$ cat config.mk
export PLATFORM = sky130hd
export DESIGN_NAME = i2c_master_arbiter
export DESIGN_NICKNAME = d
export VERILOG_FILES = /design/src/rtl/i2c_master_arbiter_pkg.sv /design/src/rtl/rr_arbiter.sv /design/src/rtl/i2c_master_arbiter.sv
export SDC_FILE = /design/constraint.sdc
export NUM_CORES = 1
export LEC_CHECK = 0
export CORE_UTILIZATION = 42
export CTS_CLUSTER_SIZE = 40
export DETAILED_ROUTE_END_ITERATION = 10
export GPL_TIMING_DRIVEN = 0
export HOLD_SLACK_MARGIN = 0.05
export PLACE_DENSITY_LB_ADDON = 0.05
export SYNTH_ARGS = -nofsm -noshare
export SYNTH_HDL_FRONTEND = slang
export SYNTH_SLANG_ARGS = --single-unit
export TNS_END_PERCENT = 20
$ cat constraint.sdc
create_clock -name i_clk -period 3.3 [get_ports i_clk]
set_clock_uncertainty 0.1 [all_clocks]
set_input_delay 0.825 -clock i_clk [delete_from_list [all_inputs] [get_ports i_clk]]
set_output_delay 0.825 -clock i_clk [all_outputs]
set_load 0.02 [all_outputs]
$ cat src/rtl/i2c_master_arbiter_pkg.sv
// Shared definitions for the i2c_master arbiter: master status/control/mode register
// bit positions and the arbiter FSM state encoding.
package i2c_master_arbiter_pkg;

  // i2c_master status register bit positions
  localparam int unsigned StatBusy   = 4;
  localparam int unsigned StatTxDone = 3;
  localparam int unsigned StatRxDone = 2;
  localparam int unsigned StatTxErr  = 1;
  localparam int unsigned StatRxErr  = 0;

  // Either error flag in the status register marks the transaction failed
  localparam logic [4:0] StatErrMask = 5'b00011;

  // i2c_master control register bit positions
  localparam int unsigned CtrlStart = 3;
  localparam int unsigned CtrlClear = 2;

  // i2c_master mode register bit positions
  localparam int unsigned ModeAddr = 3;
  localparam int unsigned ModeRw   = 2;

  typedef enum logic [2:0] {
    StIdle     = 3'd0,
    StGrant    = 3'd1,
    StStart    = 3'd2,
    StWaitBusy = 3'd3,
    StRun      = 3'd4,
    StClear    = 3'd5,
    StResp     = 3'd6
  } arb_state_e;

endpackage

$ cat src/rtl/rr_arbiter.sv
// Combinational round-robin pick.
// Scans req_i starting at ptr_i, wrapping NUM_REQ-1 -> 0, and returns the first asserted
// requester as a one-hot grant plus its binary index.
//   req_i   : request vector
//   ptr_i   : index with highest priority
//   gnt_o   : one-hot grant (all zero when no request)
//   idx_o   : binary index of the granted requester
//   valid_o : at least one request was found
module rr_arbiter #(
  parameter int unsigned NUM_REQ = 4,
  localparam int unsigned IdxW   = (NUM_REQ > 1) ? $clog2(NUM_REQ) : 1
) (
  input  logic [NUM_REQ-1:0] req_i,
  input  logic [IdxW-1:0]    ptr_i,
  output logic [NUM_REQ-1:0] gnt_o,
  output logic [IdxW-1:0]    idx_o,
  output logic               valid_o
);

  logic [IdxW:0] pos;
  logic          found;

  always_comb begin
    gnt_o = '0;
    idx_o = '0;
    found = 1'b0;
    pos   = '0;
    for (int unsigned i = 0; i < NUM_REQ; i++) begin
      // One spare bit holds ptr + i before the wrap back into range
      pos = {1'b0, ptr_i} + (IdxW + 1)'(i);
      if (pos >= (IdxW + 1)'(NUM_REQ)) begin
        pos = pos - (IdxW + 1)'(NUM_REQ);
      end
      if (!found && req_i[pos[IdxW-1:0]]) begin
        found                  = 1'b1;
        gnt_o[pos[IdxW-1:0]]   = 1'b1;
        idx_o                  = pos[IdxW-1:0];
      end
    end
    valid_o = found;
  end

endmodule

$ cat src/rtl/i2c_master_arbiter.sv
// Round-robin scheduler sharing one i2c_master between NUM_REQ requesters.
// Latches the granted requester's descriptor, drives the master's control/mode registers,
// routes TX/RX bytes, clears master status after each transaction and returns a
// per-requester done/error pulse. A watchdog covers a master that never goes busy or
// never finishes.
//   i_clk, i_rst          : clock, asynchronous active-high reset
//   i_req*                : per-requester request level and packed descriptors
//   o_grant               : one-hot owner of the master for the whole transaction
//   o_tx_next, o_rx_*     : per-requester TX advance and RX delivery pulses
//   o_done, o_err         : per-requester completion / error pulses
//   o_m_*, i_m_*          : interface to the shared i2c_master
module i2c_master_arbiter
  import i2c_master_arbiter_pkg::*;
#(
  parameter int unsigned NUM_REQ       = 4,
  parameter int unsigned START_TIMEOUT = 64,
  parameter int unsigned XFER_TIMEOUT  = 2_000_000
) (
  input  logic                 i_clk,
  input  logic                 i_rst,
  input  logic [NUM_REQ-1:0]   i_req,
  input  logic [10*NUM_REQ-1:0] i_req_addr,
  input  logic [8*NUM_REQ-1:0] i_req_cnt,
  input  logic [2*NUM_REQ-1:0] i_req_mode,
  input  logic [8*NUM_REQ-1:0] i_req_tx_data,
  output logic [NUM_REQ-1:0]   o_grant,
  output logic [NUM_REQ-1:0]   o_tx_next,
  output logic [NUM_REQ-1:0]   o_rx_valid,
  output logic [7:0]           o_rx_data,
  output logic [NUM_REQ-1:0]   o_done,
  output logic [NUM_REQ-1:0]   o_err,
  output logic [9:0]           o_m_slave_addr,
  output logic [7:0]           o_m_byte_cnt,
  output logic [3:0]           o_m_control_reg,
  output logic [3:0]           o_m_mode_reg,
  output logic [7:0]           o_m_tx_data,
  input  logic                 i_m_tx_data_needed,
  input  logic                 i_m_rx_data_valid,
  input  logic [7:0]           i_m_rx_data,
  input  logic [4:0]           i_m_status_reg
);

  localparam int unsigned IdxW = (NUM_REQ > 1) ? $clog2(NUM_REQ) : 1;
  localparam int unsigned TmrW = $clog2(XFER_TIMEOUT + 1);
  localparam logic [TmrW-1:0] StartLast = TmrW'(START_TIMEOUT - 1);
  localparam logic [TmrW-1:0] XferLast  = TmrW'(XFER_TIMEOUT - 1);

  // Per-requester views of the packed descriptor buses
  logic [9:0] req_addr [NUM_REQ];
  logic [7:0] req_cnt  [NUM_REQ];
  logic [1:0] req_mode [NUM_REQ];
  logic [7:0] req_tx   [NUM_REQ];

  always_comb begin
    for (int unsigned k = 0; k < NUM_REQ; k++) begin
      req_addr[k] = i_req_addr[10*k +: 10];
      req_cnt[k]  = i_req_cnt[8*k +: 8];
      req_mode[k] = i_req_mode[2*k +: 2];
      req_tx[k]   = i_req_tx_data[8*k +: 8];
    end
  end

  arb_state_e state_q, state_d;

  logic [IdxW-1:0]    ptr_q, ptr_d;
  logic [NUM_REQ-1:0] grant_q, grant_d;
  logic [IdxW-1:0]    gidx_q, gidx_d;
  logic [9:0]         addr_q, addr_d;
  logic [7:0]         cnt_q, cnt_d;
  logic [1:0]         mode_q, mode_d;  // {addr_mode, rw}
  logic               err_q, err_d;
  logic [7:0]         rx_cnt_q, rx_cnt_d;
  logic [TmrW-1:0]    tmr_q, tmr_d;
  logic               start_q, start_d;
  logic               clear_q, clear_d;
  logic [7:0]         tx_data_q, tx_data_d;
  logic [NUM_REQ-1:0] tx_next_q, tx_next_d;
  logic [NUM_REQ-1:0] rx_valid_q, rx_valid_d;
  logic [7:0]         rx_data_q, rx_data_d;
  logic [NUM_REQ-1:0] done_q, done_d;
  logic [NUM_REQ-1:0] err_pulse_q, err_pulse_d;

  logic [NUM_REQ-1:0] pick_gnt;
  logic [IdxW-1:0]    pick_idx;
  logic               pick_valid;

  rr_arbiter #(
    .NUM_REQ(NUM_REQ)
  ) u_rr_arbiter (
    .req_i  (i_req),
    .ptr_i  (ptr_q),
    .gnt_o  (pick_gnt),
    .idx_o  (pick_idx),
    .valid_o(pick_valid)
  );

  logic busy;
  logic start_to;
  logic xfer_to;
  logic pick_zero;
  logic clr_err;

  assign busy      = i_m_status_reg[StatBusy];
  assign start_to  = (tmr_q == StartLast);
  assign xfer_to   = (tmr_q == XferLast);
  assign pick_zero = (req_cnt[pick_idx] == 8'd0);

  // Completion check against the status the master still holds while we clear it
  always_comb begin
    clr_err = |(i_m_status_reg & StatErrMask);
    if (mode_q[0]) begin
      clr_err = clr_err | (rx_cnt_q != cnt_q) | ~i_m_status_reg[StatRxDone];
    end else begin
      clr_err = clr_err | ~i_m_status_reg[StatTxDone];
    end
  end

  // State register
  always_ff @(posedge i_clk or posedge i_rst) begin
    if (i_rst) begin
      state_q <= StIdle;
    end else begin
      state_q <= state_d;
    end
  end

  // Next-state logic
  always_comb begin
    state_d = state_q;
    unique case (state_q)
      StIdle: begin
        if (|i_req) state_d = StGrant;
      end
      StGrant: begin
        // Request may have dropped between IDLE and GRANT
        if (!pick_valid)    state_d = StIdle;
        else if (pick_zero) state_d = StResp;
        else                state_d = StStart;
      end
      StStart: state_d = StWaitBusy;
      StWaitBusy: begin
        if (busy)          state_d = StRun;
        else if (start_to) state_d = StClear;
      end
      StRun: begin
        if (!busy || xfer_to) state_d = StClear;
      end
      StClear: state_d = StResp;
      StResp:  state_d = StIdle;
      default: state_d = StIdle;
    endcase
  end

  // Output and datapath next-state logic
  always_comb begin
    ptr_d       = ptr_q;
    grant_d     = grant_q;
    gidx_d      = gidx_q;
    addr_d      = addr_q;
    cnt_d       = cnt_q;
    mode_d      = mode_q;
    err_d       = err_q;
    rx_cnt_d    = rx_cnt_q;
    tx_next_d   = '0;
    rx_valid_d  = '0;
    rx_data_d   = rx_data_q;
    done_d      = '0;
    err_pulse_d = '0;
    tx_data_d   = (grant_q != '0) ? req_tx[gidx_q] : 8'h00;
    start_d     = (state_d == StStart);
    clear_d     = (state_d == StClear);

    // Timer restarts from zero on every state entry
    if (state_d != state_q) begin
      tmr_d = '0;
    end else if (tmr_q != '1) begin
      tmr_d = tmr_q + 1'b1;
    end else begin
      tmr_d = tmr_q;
    end

    unique case (state_q)
      StGrant: begin
        if (pick_valid) begin
          grant_d  = pick_gnt;
          gidx_d   = pick_idx;
          addr_d   = req_addr[pick_idx];
          cnt_d    = req_cnt[pick_idx];
          mode_d   = req_mode[pick_idx];
          rx_cnt_d = 8'd0;
          err_d    = pick_zero;
          // A zero-length request is rejected without touching the master
          if (pick_zero) begin
            done_d      = pick_gnt;
            err_pulse_d = pick_gnt;
          end
        end
      end
      StWaitBusy: begin
        if (!busy && start_to) err_d = 1'b1;
      end
      StRun: begin
        if (i_m_tx_data_needed) tx_next_d = grant_q;
        if (i_m_rx_data_valid) begin
          rx_valid_d = grant_q;
          rx_data_d  = i_m_rx_data;
          if (rx_cnt_q != 8'hff) rx_cnt_d = rx_cnt_q + 8'd1;
        end
        if (busy && xfer_to) err_d = 1'b1;
      end
      StClear: begin
        err_d       = err_q | clr_err;
        done_d      = grant_q;
        err_pulse_d = (err_q | clr_err) ? grant_q : '0;
      end
      StResp: begin
        grant_d = '0;
        ptr_d   = (gidx_q == IdxW'(NUM_REQ - 1)) ? '0 : gidx_q + 1'b1;
      end
      default: ;
    endcase
  end

  always_ff @(posedge i_clk or posedge i_rst) begin
    if (i_rst) begin
      ptr_q       <= '0;
      grant_q     <= '0;
      gidx_q      <= '0;
      addr_q      <= '0;
      cnt_q       <= '0;
      mode_q      <= '0;
      err_q       <= 1'b0;
      rx_cnt_q    <= '0;
      tmr_q       <= '0;
      start_q     <= 1'b0;
      clear_q     <= 1'b0;
      tx_data_q   <= '0;
      tx_next_q   <= '0;
      rx_valid_q  <= '0;
      rx_data_q   <= '0;
      done_q      <= '0;
      err_pulse_q <= '0;
    end else begin
      ptr_q       <= ptr_d;
      grant_q     <= grant_d;
      gidx_q      <= gidx_d;
      addr_q      <= addr_d;
      cnt_q       <= cnt_d;
      mode_q      <= mode_d;
      err_q       <= err_d;
      rx_cnt_q    <= rx_cnt_d;
      tmr_q       <= tmr_d;
      start_q     <= start_d;
      clear_q     <= clear_d;
      tx_data_q   <= tx_data_d;
      tx_next_q   <= tx_next_d;
      rx_valid_q  <= rx_valid_d;
      rx_data_q   <= rx_data_d;
      done_q      <= done_d;
      err_pulse_q <= err_pulse_d;
    end
  end

  always_comb begin
    o_m_control_reg            = '0;
    o_m_control_reg[CtrlStart] = start_q;
    o_m_control_reg[CtrlClear] = clear_q;
    o_m_mode_reg               = '0;
    o_m_mode_reg[ModeAddr]     = mode_q[1];
    o_m_mode_reg[ModeRw]       = mode_q[0];
  end

  assign o_grant        = grant_q;
  assign o_tx_next      = tx_next_q;
  assign o_rx_valid     = rx_valid_q;
  assign o_rx_data      = rx_data_q;
  assign o_done         = done_q;
  assign o_err          = err_pulse_q;
  assign o_m_slave_addr = addr_q;
  assign o_m_byte_cnt   = cnt_q;
  assign o_m_tx_data    = tx_data_q;

endmodule

==> flow_results.xml, run 1 <==
<?xml version="1.0" encoding="UTF-8"?>
<metrics>
  <group name="sta">
    <metric name="report.final.hold_viol_count" unit="">0</metric>
    <metric name="period_needed" unit="ns">3.24</metric>
    <metric name="hold-worst-slack" unit="ns">0.383</metric>
    <metric name="setup_viol" unit="">0</metric>
    <metric name="peak_clock_frequency_supported_by_timing" unit="MHz">308</metric>
    <metric name="worst_slew_margin_rel" unit="%">16.0</metric>
    <metric name="fin_crit_sh" unit="%">98.3</metric>
    <metric name="setup_slack_after_layout" unit="ns">0.0564</metric>
    <metric name="rsz0062_at_grt" unit="">yes</metric>
    <metric name="worst_pin_slew" unit="ns">1.25</metric>
    <metric name="maxSlewViolCount" unit="">0</metric>
  </group>
  <group name="setup_path">
    <metric name="crit_chain" unit="">inv_6, ha_4, mux4_2, buf_6, o21ba_4, nor2_4, o31ai_2, o211ai_1, a221oi_4, buf_6, nand4_4, and2_4</metric>
    <metric name="worst_setup_path_endpoint" unit="">start_q</metric>
    <metric name="cp_data_arrival_time" unit="ns">3.37</metric>
    <metric name="ff2ff_path_depth" unit="">12</metric>
    <metric name="worst_path_max_stage_delay" unit="ns">0.55</metric>
    <metric name="crit-reg2reg-capture" unit="">start_q</metric>
    <metric name="startpoint_type" unit="">register</metric>
    <metric name="critical_path.slowest_cell" unit="">mux4_2</metric>
    <metric name="crit_path_end_kind" unit="">register</metric>
    <metric name="crit_fanout" unit="">9</metric>
    <metric name="worst-path-stages" unit="">12</metric>
    <metric name="cp_num_buf_inv" unit="">3</metric>
    <metric name="timing.critical_path.required" unit="ns">3.42</metric>
    <metric name="worst_path_dominant_cell_family" unit="">compound AO/OA/AOI/OAI gates</metric>
    <metric name="timing.setup.critical_path_class" unit="">reg -&gt; reg</metric>
    <metric name="regToRegStartpoint" unit="">ptr_q[0]</metric>
    <metric name="cpMostUsedCell" unit="">buf_6</metric>
    <metric name="rrSetupSlack" unit="ns">0.06</metric>
    <metric name="critPathLaunch" unit="">ptr_q[0]</metric>
  </group>
  <group name="placement">
    <metric name="io_buffers" unit="">187</metric>
    <metric name="final_estimated_routing_congestion_in_global_placement" unit="">0.860</metric>
    <metric name="total_half_perimeter_wirelength_after_legalization_and_detailed_placement" unit="um">12600</metric>
    <metric name="pre_cts_ws" unit="ns">-0.760</metric>
  </group>
  <group name="clocking">
    <metric name="cts_buffers" unit="">9</metric>
    <metric name="post_cts_hold_buffer_count" unit="">0</metric>
    <metric name="cts_max_path_buffers" unit="">2</metric>
    <metric name="clkSinkCount" unit="">95</metric>
    <metric name="tritoncts" unit="">yes</metric>
    <metric name="clk_root_buffer_cell" unit="">clkbuf_16</metric>
    <metric name="clk_pin_slew" unit="ns">0.06</metric>
    <metric name="htreeDepth" unit="">3</metric>
    <metric name="clkLatencyLatePin" unit="ns">0.33</metric>
  </group>
  <group name="synthesis">
    <metric name="synth_sequential_area_ratio" unit="%">42.2</metric>
    <metric name="synth_commonest_cells" unit="">143 x nand2_1, 95 x dfrtp_1, 55 x o21ai_0, 49 x nor2_1, 32 x nand3_1</metric>
    <metric name="synth_enable_flop_cells" unit="">0</metric>
    <metric name="async_reset_ff_share" unit="%">100</metric>
    <metric name="most_used_flip_flop_cell_after_synthesis" unit="">dfrtp_1</metric>
    <metric name="ys.warnings.count" unit="">0</metric>
    <metric name="post-synth-top-area-cell" unit="">dfrtp_1</metric>
    <metric name="postSynthAreaPerCell" unit="um2">8.82</metric>
    <metric name="synth.top_cell.area_share" unit="%">42.2</metric>
    <metric name="syn-cell-area" unit="um2">5640</metric>
    <metric name="synth.most_common_cell" unit="">nand2_1</metric>
    <metric name="dominant_cells_by_area_after_synthesis" unit="">dfrtp_1 42%, nand2_1 9.5%, o21ai_0 4.9%</metric>
    <metric name="yosys_register_bits" unit="">95</metric>
    <metric name="post_synth_inst_count" unit="">639</metric>
    <metric name="synthDistinctLibCells" unit="">59</metric>
  </group>
  <group name="global_route">
    <metric name="grt_pass1_vias" unit="">5490</metric>
    <metric name="grt_use_total" unit="%">24.3</metric>
    <metric name="sum_of_overflow_across_all_layers_after_global_routing" unit="">0</metric>
    <metric name="grt_pass1_wl" unit="um">27400</metric>
    <metric name="antenna_found_initial" unit="">0</metric>
    <metric name="largest_net_degree_at_the_start_of_global_routing" unit="">44</metric>
  </group>
  <group name="routing">
    <metric name="wire_per_inst" unit="um">16.0</metric>
    <metric name="initialDrtViolationCount" unit="">335</metric>
    <metric name="via_per_inst" unit="">5.35</metric>
    <metric name="post-route-drc-count" unit="">0</metric>
    <metric name="drtPass1Iterations" unit="">6</metric>
    <metric name="drt_wl_total" unit="um">16700</metric>
    <metric name="vias" unit="">5583</metric>
    <metric name="detail-route-antenna-nets" unit="">0</metric>
  </group>
  <group name="final_layout">
    <metric name="fillers" unit="">1079</metric>
    <metric name="drive_gt1_share" unit="%">15.0</metric>
    <metric name="antenna_cells" unit="">0</metric>
    <metric name="synthToLayoutAreaGrowth" unit="%">50.9</metric>
    <metric name="layout.nets" unit="">1009</metric>
    <metric name="ff_latch_area" unit="um2">2380</metric>
    <metric name="multi_input_gate_area_in_the_final_layout" unit="um2">3210</metric>
  </group>
  <group name="die">
    <metric name="fp.dieArea" unit="um2">13900</metric>
    <metric name="die_x" unit="um">118</metric>
    <metric name="row_count" unit="">41</metric>
    <metric name="core-area" unit="um2">12900</metric>
    <metric name="pin_count" unit="">195</metric>
    <metric name="die_h" unit="um">118</metric>
    <metric name="initial_utilization" unit="%">43.8</metric>
  </group>
  <group name="power">
    <metric name="power_leakage" unit="nW">3.66</metric>
    <metric name="vdd_drop_max" unit="V">0.000492</metric>
    <metric name="ratio_of_total_power_to_cell_area" unit="nW/um2">851</metric>
  </group>
  <group name="flow_run">
    <metric name="timing.max_cap.violations" unit="">0</metric>
  </group>
  <group name="worst_hold_path">
    <metric name="hp_class" unit="">reg -&gt; reg</metric>
  </group>
  <group name="run_status">
    <metric name="status" unit="">complete, no violations</metric>
  </group>
</metrics>
## where the power goes
group          switching (mW)  internal (mW)  leakage (nW)  total [mW]
sequential              0.228           1.48          1.25        1.70
clock                   0.408          0.604         0.146        1.01
combinational            2.49           2.03          2.26        4.52
total                    3.13           4.11          3.66        7.24
## per-stage QoR
| step | power [mW] | instance area (um2) | setup TNS, ns | utilization [%] | std cells |
|---|---|---|---|---|---|
| after CTS | 7.04 | 8390 | -0.838 | 65.2 | 1036 |
| after floorplan | 4.18 | 5650 | -0.0227 | - | 642 |
| after global routing | 7.72 | 8510 | -0.284 | 66.1 | 1044 |
| after global placement | 5.42 | 7740 | -15.01 | 60.1 | 1001 |
| final | 7.24 | 8510 | 0 | 66.1 | 1044 |
| after detailed placement | 5.52 | 7780 | -17.39 | 60.4 | 1003 |
## cell type report
class,count,share of cell area (%)
multi-input cells,496,37.8
flip-flops and latches,95,28.0
plain buffers,41,2.91
clock inverters,4,0.529
inverters,9,0.500
clock buffers,12,2.90
repair buffers,215,24.9
well taps,172,2.53
## placed cells by master (no fill, tap or decap), types with 9 or more instances in the layout
| master | n |
|---|---|
| xnor2_1 | 12 |
| xor2_1 | 19 |
| mux4_2 | 10 |
| nor2_1 | 47 |
| clkbuf_16 | 9 |
| buf_4 | 27 |
| mux2_2 | 11 |
| o21ai_0 | 45 |
| nand2_1 | 142 |
| and3_1 | 13 |
| o211ai_1 | 11 |
| clkdlybuf4s50_1 | 186 |
| buf_6 | 11 |
| dfrtp_1 | 93 |
| clkbuf_1 | 19 |
| nor2b_1 | 9 |
| a21oi_1 | 15 |
| nand3_1 | 27 |
## worst min path at each step
stage / startpoint / endpoint / slack (ns) / cells after the start
global route: o_rx_data[1] / o_rx_data[1] / 0.41 / 1
CTS: o_m_slave_addr[5] / o_m_slave_addr[5] / 0.39 / 2
detailed placement: o_m_slave_addr[5] / o_m_slave_addr[5] / 0.37 / 2
floorplan: tmr_q[20] / tmr_q[20] / 0.39 / 2
finish: o_m_slave_addr[7] / o_m_slave_addr[7] / 0.38 / 2
global placement: o_m_slave_addr[7] / o_m_slave_addr[7] / 0.36 / 2
## worst register-to-register path, delay by kind of cell, from the launching register on
family | cells | cell delay (ns)
AOI/OAI and AO/OA | 4 | 0.93
and+or+nand+nor | 3 | 0.43
adders and majority gates | 1 | 0.31
buffers and inverters | 3 | 0.37
muxes | 1 | 0.56
DFF | 1 | 0.43
## cell families (layout without fill, tap and decap cells)
group	Yosys count	after routing	synth area share, %
mux	29	29	7.72
flops	95	95	42.2
other cells	1	4	0.0665
fa+ha+maj	9	9	2.00
simple gates	298	299	24.2
xor+xnor	31	31	4.82
buf+inv	52	281	4.70
compound gates	124	124	14.4
## flip-flops by register name, summed over array words and instances, names as in the netlist, 3 cells and up
register        cells
tmr_q              21
o_m_slave_addr     10
o_m_byte_cnt        8
o_m_tx_data         8
o_rx_data           8
rx_cnt_q            8
o_done              4
o_err               4
o_grant             4
o_rx_valid          4
o_tx_next           4
state_q             3
## metal layers
metal	share of wire [%]	GRT usage, %
met1	44	31.6
met2	48	41.3
met3	6.2	3.92
met4	1.9	7.85
met5	0	0
## what timing repair did
item,4_1_cts,5_1_grt
cloned,3,1
buffers inserted,14,9
resized for setup,57,21
endpoints found under the setup margin,30,25
endpoints found under the hold margin,0,0
pin swaps,10,15
No activity file was read; power rests on OpenSTA's default activity.
==> run 2, diff against run 1 <==
--- a/config.mk
+++ b/config.mk
@@ -7,2 +7,3 @@
 export LEC_CHECK = 0
+export CORE_MARGIN = 2
 export CORE_UTILIZATION = 42
@@ -12,3 +13,3 @@
 export HOLD_SLACK_MARGIN = 0.05
-export PLACE_DENSITY_LB_ADDON = 0.05
+export PLACE_DENSITY = 0.78
 export SYNTH_ARGS = -nofsm -noshare
--- a/constraint.sdc
+++ b/constraint.sdc
@@ -4,2 +4,2 @@
 set_output_delay 0.825 -clock i_clk [all_outputs]
-set_load 0.02 [all_outputs]
+set_load 0.01 [all_outputs]
==> flow_results.xml, run 2 (synthesis results as in run 1) <==
<?xml version="1.0" encoding="UTF-8"?>
<metrics>
  <group name="run_status">
    <metric name="status" unit="">complete, no violations</metric>
  </group>
  <group name="routing">
    <metric name="vias" unit="">5574</metric>
    <metric name="via_per_inst" unit="">5.37</metric>
    <metric name="initialDrtViolationCount" unit="">381</metric>
    <metric name="wire_per_inst" unit="um">16.0</metric>
    <metric name="detail-route-antenna-nets" unit="">0</metric>
    <metric name="drtPass1Iterations" unit="">5</metric>
    <metric name="drt_wl_total" unit="um">16600</metric>
    <metric name="post-route-drc-count" unit="">0</metric>
  </group>
  <group name="final_layout">
    <metric name="synthToLayoutAreaGrowth" unit="%">48.1</metric>
    <metric name="mostFrequentLayoutCell" unit="">clkdlybuf4s50_1</metric>
    <metric name="layout.nets" unit="">999</metric>
    <metric name="largest_register" unit="">tmr_q</metric>
    <metric name="most-common-layout-cells" unit="">186 x clkdlybuf4s50_1, 142 x nand2_1, 93 x dfrtp_1</metric>
    <metric name="largest_register_ff_count" unit="">21</metric>
    <metric name="drive_gt1_share" unit="%">13.0</metric>
    <metric name="util_after_layout" unit="%">63.3</metric>
    <metric name="antenna_cells" unit="">0</metric>
    <metric name="fillers" unit="">1093</metric>
    <metric name="stdcell_count" unit="">1038</metric>
  </group>
  <group name="setup_path">
    <metric name="ff2ff_path_depth" unit="">11</metric>
    <metric name="startpoint_type" unit="">register</metric>
    <metric name="crit_path_end_kind" unit="">register</metric>
    <metric name="cp_data_arrival_time" unit="ns">3.45</metric>
    <metric name="timing.setup.critical_path_class" unit="">reg -&gt; reg</metric>
    <metric name="crit_fanout" unit="">5</metric>
    <metric name="timing.critical_path.required" unit="ns">3.45</metric>
  </group>
  <group name="global_route">
    <metric name="grt_use_total" unit="%">22.8</metric>
    <metric name="grt_pass1_wl" unit="um">26200</metric>
    <metric name="antenna_found_initial" unit="">0</metric>
    <metric name="grt_pass1_vias" unit="">5298</metric>
    <metric name="sum_of_overflow_across_all_layers_after_global_routing" unit="">0</metric>
    <metric name="largest_net_degree_at_the_start_of_global_routing" unit="">43</metric>
  </group>
  <group name="clocking">
    <metric name="htreeDepth" unit="">3</metric>
    <metric name="cts_max_path_buffers" unit="">2</metric>
    <metric name="clkLatencyLatePin" unit="ns">0.34</metric>
    <metric name="clkSinkCount" unit="">95</metric>
    <metric name="tritoncts" unit="">yes</metric>
    <metric name="clk_root_buffer_cell" unit="">clkbuf_16</metric>
    <metric name="cts_buffers" unit="">9</metric>
    <metric name="clk_pin_slew" unit="ns">0.06</metric>
  </group>
  <group name="sta">
    <metric name="fin_crit_sh" unit="%">99.9</metric>
    <metric name="period_needed" unit="ns">3.30</metric>
    <metric name="maxSlewViolCount" unit="">0</metric>
    <metric name="report.final.hold_viol_count" unit="">0</metric>
    <metric name="worst_slew_margin_rel" unit="%">11.0</metric>
    <metric name="peak_clock_frequency_supported_by_timing" unit="MHz">303</metric>
    <metric name="rsz0062_at_grt" unit="">yes</metric>
    <metric name="setup_viol" unit="">0</metric>
    <metric name="worst_pin_slew" unit="ns">1.32</metric>
  </group>
  <group name="die">
    <metric name="pin_count" unit="">195</metric>
    <metric name="core-area" unit="um2">13200</metric>
    <metric name="fp.dieArea" unit="um2">14400</metric>
    <metric name="row_count" unit="">42</metric>
    <metric name="initial_utilization" unit="%">42.7</metric>
    <metric name="die_x" unit="um">120</metric>
    <metric name="die_h" unit="um">120</metric>
  </group>
  <group name="power">
    <metric name="power_leakage" unit="nW">3.57</metric>
    <metric name="ratio_of_total_power_to_cell_area" unit="nW/um2">812</metric>
    <metric name="vdd_drop_max" unit="V">0.000464</metric>
  </group>
  <group name="placement">
    <metric name="final_estimated_routing_congestion_in_global_placement" unit="">0.889</metric>
    <metric name="dp.cells" unit="">1007</metric>
    <metric name="io_buffers" unit="">187</metric>
    <metric name="total_half_perimeter_wirelength_after_legalization_and_detailed_placement" unit="um">12300</metric>
  </group>
  <group name="worst_hold_path">
    <metric name="hold-path-cell-count" unit="">2</metric>
    <metric name="hp_class" unit="">reg -&gt; reg</metric>
  </group>
  <group name="flow_run">
    <metric name="timing.max_cap.violations" unit="">0</metric>
  </group>
</metrics>
## run 2: cell types whose count changed in the layout (fill, tap and decap cells not counted), sizes merged
cell,before,now
dlygate4sd2,0,1
buf,48,38
clkbuf,34,33
## run 2: per-layer routing
metal	up-vias	track usage, %	share of wire, %
li1	2655	-	-
met1	2646	31.1	43
met2	242	36.9	48
met3	31	3.90	6.9
met4	0	8.09	2.4
met5	-	0	0
## run 2: path summary, 6_finish.rpt
kind / startpoint / endpoint / slack (ns)
min: o_m_slave_addr[6] / o_m_slave_addr[6] / 0.38
max in group asynchronous: i_rst / ptr_q[1] / 1.49
min in group asynchronous: i_rst / o_rx_valid[3] / 0.79
min reg2reg: o_m_slave_addr[6] / o_m_slave_addr[6] / 0.38
max: ptr_q[0] / o_err[2] / 0.003
max reg2reg: ptr_q[0] / o_err[2] / 0.003
## run 2: final cells by class
cell class	instances	area, um2	share of cell area [%]
Sequential cell	95	2380	28.5
Clock inverter	4	45.0	0.540
Inverter	9	42.5	0.510
Tap cell	176	220	2.64
Buffer	41	229	2.74
Timing Repair Buffer	205	2030	24.3
Clock buffer	12	246	2.95
Multi-Input combinational cell	496	3150	37.8
## run 2: through the flow
stage | area (um2) | TNS, ns | worst slack (ns) | hold slack [ns] | power [mW]
3_5_place_dp | 7780 | -18.51 | -0.756 | 0.369 | 5.33
3_3_place_gp | 7740 | -18.11 | -0.758 | 0.360 | 5.28
4_1_cts | 8260 | -0.895 | -0.123 | 0.383 | 6.66
5_1_grt | 8350 | -0.537 | -0.0940 | 0.407 | 7.26
6_report | 8350 | 0 | 0.00288 | 0.383 | 6.78
2_1_floorplan | 5650 | -0.0227 | -0.0227 | 0.390 | 4.00
## run 2: power by group
| group | leakage [nW] | total (mW) | internal (mW) | switching (mW) |
|---|---|---|---|---|
| Clock | 0.146 | 1.02 | 0.605 | 0.419 |
| Sequential | 1.25 | 1.70 | 1.48 | 0.219 |
| Combinational | 2.18 | 4.06 | 1.82 | 2.24 |
## run 2: worst max-delay path, stage by stage, from the launching register on
cell	delay (ns)
dfrtp_2	0.43
inv_6	0.04
ha_4	0.27
mux4_2	0.61
a2111oi_4	0.35
buf_4	0.18
o21ai_4	0.08
mux2_4	0.36
a211oi_4	0.34
buf_6	0.16
nand4_4	0.13
o21ai_1	0.17
## run 2: repair_timing
item | in CTS | in global routing
gates resized for setup | 31 | 25
hold buffers | 0 | 0
pin swaps | 11 | 9
setup endpoints to repair | 29 | 26
gates cloned | 1 | 1
buffers inserted | 12 | 3
